[src/rtl/cpu_pkg.sv]
// cpu_pkg -- shared decode types for the instruction front end.
//   instr_class_e   : 3-bit instruction class
//   OP_*            : opcode constants recognised by the decoder
//   decoded_entry_t : one assembled/decoded instruction as held in the issue buffer
//   classify()      : opcode -> class mapping (anything unlisted is ILLEGAL)
package cpu_pkg;

  typedef enum logic [2:0] {
    CLS_NOP     = 3'd0,
    CLS_REG     = 3'd1,
    CLS_LOAD    = 3'd2,
    CLS_STORE   = 3'd3,
    CLS_PROC    = 3'd4,
    CLS_INT     = 3'd5,
    CLS_IO      = 3'd6,
    CLS_ILLEGAL = 3'd7
  } instr_class_e;

  localparam logic [7:0] OP_NOP   = 8'h00;
  localparam logic [7:0] OP_REG   = 8'h12;
  localparam logic [7:0] OP_LOAD  = 8'h09;
  localparam logic [7:0] OP_STORE = 8'h0E;
  localparam logic [7:0] OP_PROC0 = 8'h18;
  localparam logic [7:0] OP_PROC1 = 8'h19;
  localparam logic [7:0] OP_INT0  = 8'h1A;
  localparam logic [7:0] OP_INT1  = 8'h1B;
  localparam logic [7:0] OP_INT2  = 8'h1C;
  localparam logic [7:0] OP_IO0   = 8'h1D;
  localparam logic [7:0] OP_IO1   = 8'h1E;
  localparam logic [7:0] OP_IO2   = 8'h1F;

  typedef struct packed {
    logic [7:0]   opcode;
    logic [7:0]   arg;
    logic [15:0]  operand;
    logic [15:0]  pc;
    instr_class_e cls;
  } decoded_entry_t;

  function automatic instr_class_e classify(input logic [7:0] op);
    instr_class_e c;
    case (op)
      OP_NOP:                    c = CLS_NOP;
      OP_REG:                    c = CLS_REG;
      OP_LOAD:                   c = CLS_LOAD;
      OP_STORE:                  c = CLS_STORE;
      OP_PROC0, OP_PROC1:        c = CLS_PROC;
      OP_INT0, OP_INT1, OP_INT2: c = CLS_INT;
      OP_IO0, OP_IO1, OP_IO2:    c = CLS_IO;
      default:                   c = CLS_ILLEGAL;
    endcase
    return c;
  endfunction

endpackage

[src/rtl/instr_fifo.sv]
// instr_fifo -- circular buffer of decoded instructions.
//   clk, rst_n     : clock, synchronous active-low reset
//   flush          : empties the buffer and rewinds both pointers
//   push/push_data : write one entry (caller guarantees not full)
//   pop            : retire the head entry (caller guarantees not empty)
//   head           : entry at the read pointer
//   count          : number of valid entries, 0..DEPTH
// DEPTH must be a power of two so the pointers wrap naturally.
module instr_fifo
  import cpu_pkg::*;
#(
  parameter int unsigned DEPTH = 4
) (
  input  logic                     clk,
  input  logic                     rst_n,
  input  logic                     flush,
  input  logic                     push,
  input  decoded_entry_t           push_data,
  input  logic                     pop,
  output decoded_entry_t           head,
  output logic [$clog2(DEPTH):0]   count
);

  localparam int unsigned PW = $clog2(DEPTH);

  decoded_entry_t mem [DEPTH];
  logic [PW-1:0]  wr_ptr;
  logic [PW-1:0]  rd_ptr;

  always_ff @(posedge clk) begin
    if (!rst_n || flush) begin
      wr_ptr <= '0;
      rd_ptr <= '0;
      count  <= '0;
    end else begin
      if (push) wr_ptr <= wr_ptr + 1'b1;
      if (pop)  rd_ptr <= rd_ptr + 1'b1;
      case ({push, pop})
        2'b10:   count <= count + 1'b1;
        2'b01:   count <= count - 1'b1;
        default: count <= count;
      endcase
    end
  end

  always_ff @(posedge clk) begin
    if (rst_n && !flush && push) mem[wr_ptr] <= push_data;
  end

  assign head = mem[rd_ptr];

endmodule

[src/rtl/instr_decode_issue.sv]
// instr_decode_issue -- pairs fetched RAM words into instructions, decodes
// them and queues them for issue.
//   clk, rst_n            : clock, synchronous active-low reset
//   flush                 : drop buffered entries and any held word0
//   in_valid/in_ready     : fetch handshake; in_word at in_addr
//   out_valid/out_ready   : issue handshake for the buffer head
//   out_opcode/out_arg    : word0[15:8] / word0[7:0] of the head entry
//   out_operand/out_pc    : word1 / address of word0 of the head entry
//   out_class             : instr_class_e of the head entry
//   illegal               : high in the cycle an ILLEGAL entry is pushed
// Optional build macro DECODE_STATS_EN adds saturating 16-bit counters:
//   issued_cnt (pops) and illegal_cnt (ILLEGAL pushes); reset clears them,
//   flush does not.
module instr_decode_issue
  import cpu_pkg::*;
#(
  parameter int unsigned DEPTH = 4
) (
  input  logic        clk,
  input  logic        rst_n,
  input  logic        flush,
  input  logic        in_valid,
  output logic        in_ready,
  input  logic [15:0] in_word,
  input  logic [15:0] in_addr,
  output logic        out_valid,
  input  logic        out_ready,
  output logic [7:0]  out_opcode,
  output logic [7:0]  out_arg,
  output logic [15:0] out_operand,
  output logic [15:0] out_pc,
  output logic [2:0]  out_class,
  output logic        illegal
`ifdef DECODE_STATS_EN
  ,
  output logic [15:0] issued_cnt,
  output logic [15:0] illegal_cnt
`endif
);

  localparam int unsigned    CW      = $clog2(DEPTH) + 1;
  localparam logic [CW-1:0]  DEPTH_C = CW'(DEPTH);

  typedef enum logic {W0, W1} asm_state_e;

  asm_state_e     state;
  asm_state_e     state_next;
  logic [15:0]    w0_word;
  logic [15:0]    w0_addr;
  logic           accept;
  logic           pair_ok;
  logic           push;
  logic           capture_w0;
  logic           pop;
  logic [CW-1:0]  count;
  decoded_entry_t entry;
  decoded_entry_t head;

  assign in_ready  = rst_n && !flush && (count < DEPTH_C);
  assign accept    = in_valid && in_ready;
  assign pair_ok   = (in_addr == w0_addr + 16'd1);
  assign out_valid = (count != '0);
  assign pop       = out_valid && out_ready && !flush;

  // State register
  always_ff @(posedge clk) begin
    if (!rst_n || flush) state <= W0;
    else                 state <= state_next;
  end

  // Next state: a non-adjacent word in W1 restarts assembly but stays in W1
  always_comb begin
    state_next = state;
    case (state)
      W0:      if (accept)            state_next = W1;
      W1:      if (accept && pair_ok) state_next = W0;
      default:                        state_next = W0;
    endcase
  end

  // Outputs of the assembler: push on a matching word1, else latch a new word0
  always_comb begin
    push       = 1'b0;
    capture_w0 = 1'b0;
    if (accept) begin
      if (state == W1 && pair_ok) push       = 1'b1;
      else                        capture_w0 = 1'b1;
    end
  end

  always_ff @(posedge clk) begin
    if (!rst_n) begin
      w0_word <= '0;
      w0_addr <= '0;
    end else if (capture_w0) begin
      w0_word <= in_word;
      w0_addr <= in_addr;
    end
  end

  always_comb begin
    entry.opcode  = w0_word[15:8];
    entry.arg     = w0_word[7:0];
    entry.operand = in_word;
    entry.pc      = w0_addr;
    entry.cls     = classify(w0_word[15:8]);
  end

  assign illegal = push && (entry.cls == CLS_ILLEGAL);

  instr_fifo #(
    .DEPTH(DEPTH)
  ) u_fifo (
    .clk      (clk),
    .rst_n    (rst_n),
    .flush    (flush),
    .push     (push),
    .push_data(entry),
    .pop      (pop),
    .head     (head),
    .count    (count)
  );

  // Storage is not cleared on reset, so the head is masked while empty
  always_comb begin
    out_opcode  = '0;
    out_arg     = '0;
    out_operand = '0;
    out_pc      = '0;
    out_class   = '0;
    if (out_valid) begin
      out_opcode  = head.opcode;
      out_arg     = head.arg;
      out_operand = head.operand;
      out_pc      = head.pc;
      out_class   = head.cls;
    end
  end

`ifdef DECODE_STATS_EN
  always_ff @(posedge clk) begin
    if (!rst_n) begin
      issued_cnt  <= '0;
      illegal_cnt <= '0;
    end else begin
      if (pop && issued_cnt != '1)      issued_cnt  <= issued_cnt + 16'd1;
      if (illegal && illegal_cnt != '1) illegal_cnt <= illegal_cnt + 16'd1;
    end
  end
`endif

endmodule

[config.mk]
export PLATFORM = sky130hd
export DESIGN_NAME = instr_decode_issue
export DESIGN_NICKNAME = d
export VERILOG_FILES = /design/src/rtl/cpu_pkg.sv /design/src/rtl/instr_fifo.sv /design/src/rtl/instr_decode_issue.sv
export SDC_FILE = /design/constraint.sdc
export NUM_CORES = 1
export LEC_CHECK = 0
export ABC_AREA = 1
export BUFFER_PORTS_ARGS = -buffer_cell sky130_fd_sc_hd__buf_2
export CAP_MARGIN = 0
export CORE_AREA = 2 2 98 194
export DETAILED_ROUTE_END_ITERATION = 8
export DIE_AREA = 0 0 100 196
export PLACE_DENSITY = 0.78
export SYNTH_ARGS = -nofsm -noshare
export SYNTH_HDL_FRONTEND = slang
export SYNTH_SLANG_ARGS = --single-unit
[constraint.sdc]
create_clock -name clk -period 6 [get_ports clk]
set_clock_uncertainty 0.15 [all_clocks]
set_input_delay 0.3 -clock clk [delete_from_list [all_inputs] [get_ports clk]]
set_output_delay 0.3 -clock clk [all_outputs]
set_load 0.05 [all_outputs]
==> results.ini <==
[yosys]
avgSynthCellArea_um2 = 10.30
synth_edf_count = 204
ys_seq_elements = 249
synth_top_area_frac = 0.5826
synth_common_cells = nor2_1, edfxtp_1, o21ai_0, nand2_1, a21oi_1
async_flop_share = 0
synth_nets = 1065
ys.flop_type = edfxtp_1
synth.most_common_cell = nor2_1
synth_warnings = 0
netlist_instances = 1021
yosys.area.top_type = edfxtp_1
ys_seq_area_frac = 0.6683
netlist_area_mm2 = 0.01052
ys_top_cells_by_area = edfxtp_1, nor2_1, dfxtp_1
ys_types = 34

[place]
hpwlAfterDp_mm = 15.34
placed_area_mm2 = 0.01116
place_ws_ns = 1.818
port_buffers = 90
place.gp.congestion = 0.9322

[routing]
routed_wl_mm = 24.79
drt_iter0_markers = 601
ant_nets = 0
drt-wirelength-per-cell_um = 18.24
drc = 0
viasPerCell = 5.644
dr.pass1.iters = 6
vias = 7670

[sta]
drv_slew = 0
post-route-min-period_ns = 4.187
setup_tns_ns = 0
period_share = 0.6978
hold_violations = 0
fmax_ghz = 0.2389
worst_pin_slew_ns = 0.9674
maxSlewHeadroom = 0.3535
setup_ws_ns = 1.813
rsz0062_at_grt = no
holdWs_ns = 0.02117
setup_viol = 0

[final_layout]
area_growth_syn_to_layout_pct = 16.00
drive_above_1_share = 0.1505
final_nets = 1173
antenna_cells = 0
finalInstanceArea_mm2 = 0.01220

[global_route]
grt_pass1_vias = 7680
grt_pass1_wl_mm = 38.43
antenna_found_initial = 0
grt_max_degree = 80
overflow = 0
grt_use_total = 0.2534

[status]
status = finished, final reports clean

[critical_path]
required_ns = 6.02
crit_path_end_kind = flip-flop
path_max_fanout = 30
arrival_ns = 4.21
critPathKind = reg2reg
start_kind = flip-flop

[die]
pin_count = 91
dieArea_mm2 = 0.01960
std_cell_rows = 70
die_height_um = 196
die_w_um = 100
design.core.area_mm2 = 0.01822
start_util = 0.5772

[cts]
cts_root_buf = clkbuf_16
clk_latency_ns = 0.50
numCtsBuffers = 21
cts.sinks = 249
post_cts_buffers = 0
cts_tree = yes
path_clk_slew_ns = 0.07
clockBufferDepth = 3
cts.htree.levels = 1
ctsHoldBuffers = 32
cts_resized = 0

[power_and_ir_drop]
peakVddDrop_v = 0.0002156
powerDensity_mw_per_mm2 = 282.8
p_leak_nw = 4.710

[run]
max_cap_viol_count = 0

[min_path]
hold_class = in2reg

[layer usage]
layer  track usage  share of wire  vias to the layer above
li1              -              -                     3668
met1        0.2695           0.35                     3655
met2        0.4817           0.56                      278
met3       0.02814          0.050                       69
met4        0.1268          0.046                        0
met5             0              0                        -
[cell type report]
class                      count  area [µm²]
clock inverter                13       166.4
inverter                      67       251.5
timing repair buffer         132       845.8
clock buffer                  24       546.8
sequential                   249        7032
multi-input combinational    658        3085
tap                          216       270.3
fill                        1393        6020
[registers in the layout, indices dropped and copies added (netlist names), named ones only]
name	cells
u_fifo.wr_ptr	2
w0_addr	16
u_fifo.count	3
u_fifo.mem	204
state	1
u_fifo.rd_ptr	2
w0_word	16
[cell families after synthesis]
group / count (synthesis) / share of synthesized area
simple gates: 431 / 0.1709
buf+inv: 114 / 0.04165
flops: 249 / 0.6683
fa+ha+maj: 7 / 0.009043
xor+xnor: 8 / 0.006663
compound gates: 212 / 0.1035
[stage by stage]
| step | instances | util | total power, W |
|---|---|---|---|
| after floorplan | 1021 | - | 0.002007 |
| after global placement | 1290 | 0.6128 | 0.002054 |
| after detailed placement | 1290 | 0.6128 | 0.002058 |
| after CTS | 1359 | 0.6696 | 0.003459 |
| after global routing | 1359 | 0.6696 | 0.003542 |
| final | 1359 | 0.6696 | 0.003449 |
[power by group]
group          switching, W  internal, W  leakage (nW)
clock network      0.000582     0.000829         0.356
registers         0.0000218      0.00188          2.22
logic             0.0000809    0.0000529          2.14
total              0.000685      0.00276          4.71
[worst max-delay path: stages, from the launching register on]
cell and delay [ns]:
dfxtp_1 0.45, ha_1 0.26, nand3_1 0.22, nor2_1 0.23, nand2_1 0.09, nand3_1 0.14
nand2_1 0.06, nor2_1 0.10, nand2_1 0.06, nor2_1 0.12, nand2_2 0.13, nor2_1 0.12
clkinv_1 0.37, nor2_4 0.89, buf_4 0.46
[final timing paths]
path	start	endpoint	slack, ns	cells past startpoint
worst max-delay path	w0_addr[0]	u_fifo.mem[0][21]	1.81	14
worst min-delay path	in_addr[3]	w0_addr[3]	0.02	3
worst max register to register	w0_addr[0]	u_fifo.mem[0][21]	1.81	14
worst min register to register	u_fifo.rd_ptr[1]	flip-flop	0.31	2
[placed cells by master (no fill, tap or decap), drive strengths merged]
cell         count
nor2           282
edfxtp         204
o21ai          140
buf            100
nand2           96
a21oi           70
inv             66
dfxtp           45
nand3           38
dlygate4sd3     32
clkbuf          24
clkinv          10
ha               6
xnor2            4
xor2             4
or2              4
nand4            4
bufinv           4
nand3b           3
nor3             3
and2             1
o31ai            1
o21a             1
fa               1
No activity file was read; power rests on OpenSTA's default activity.
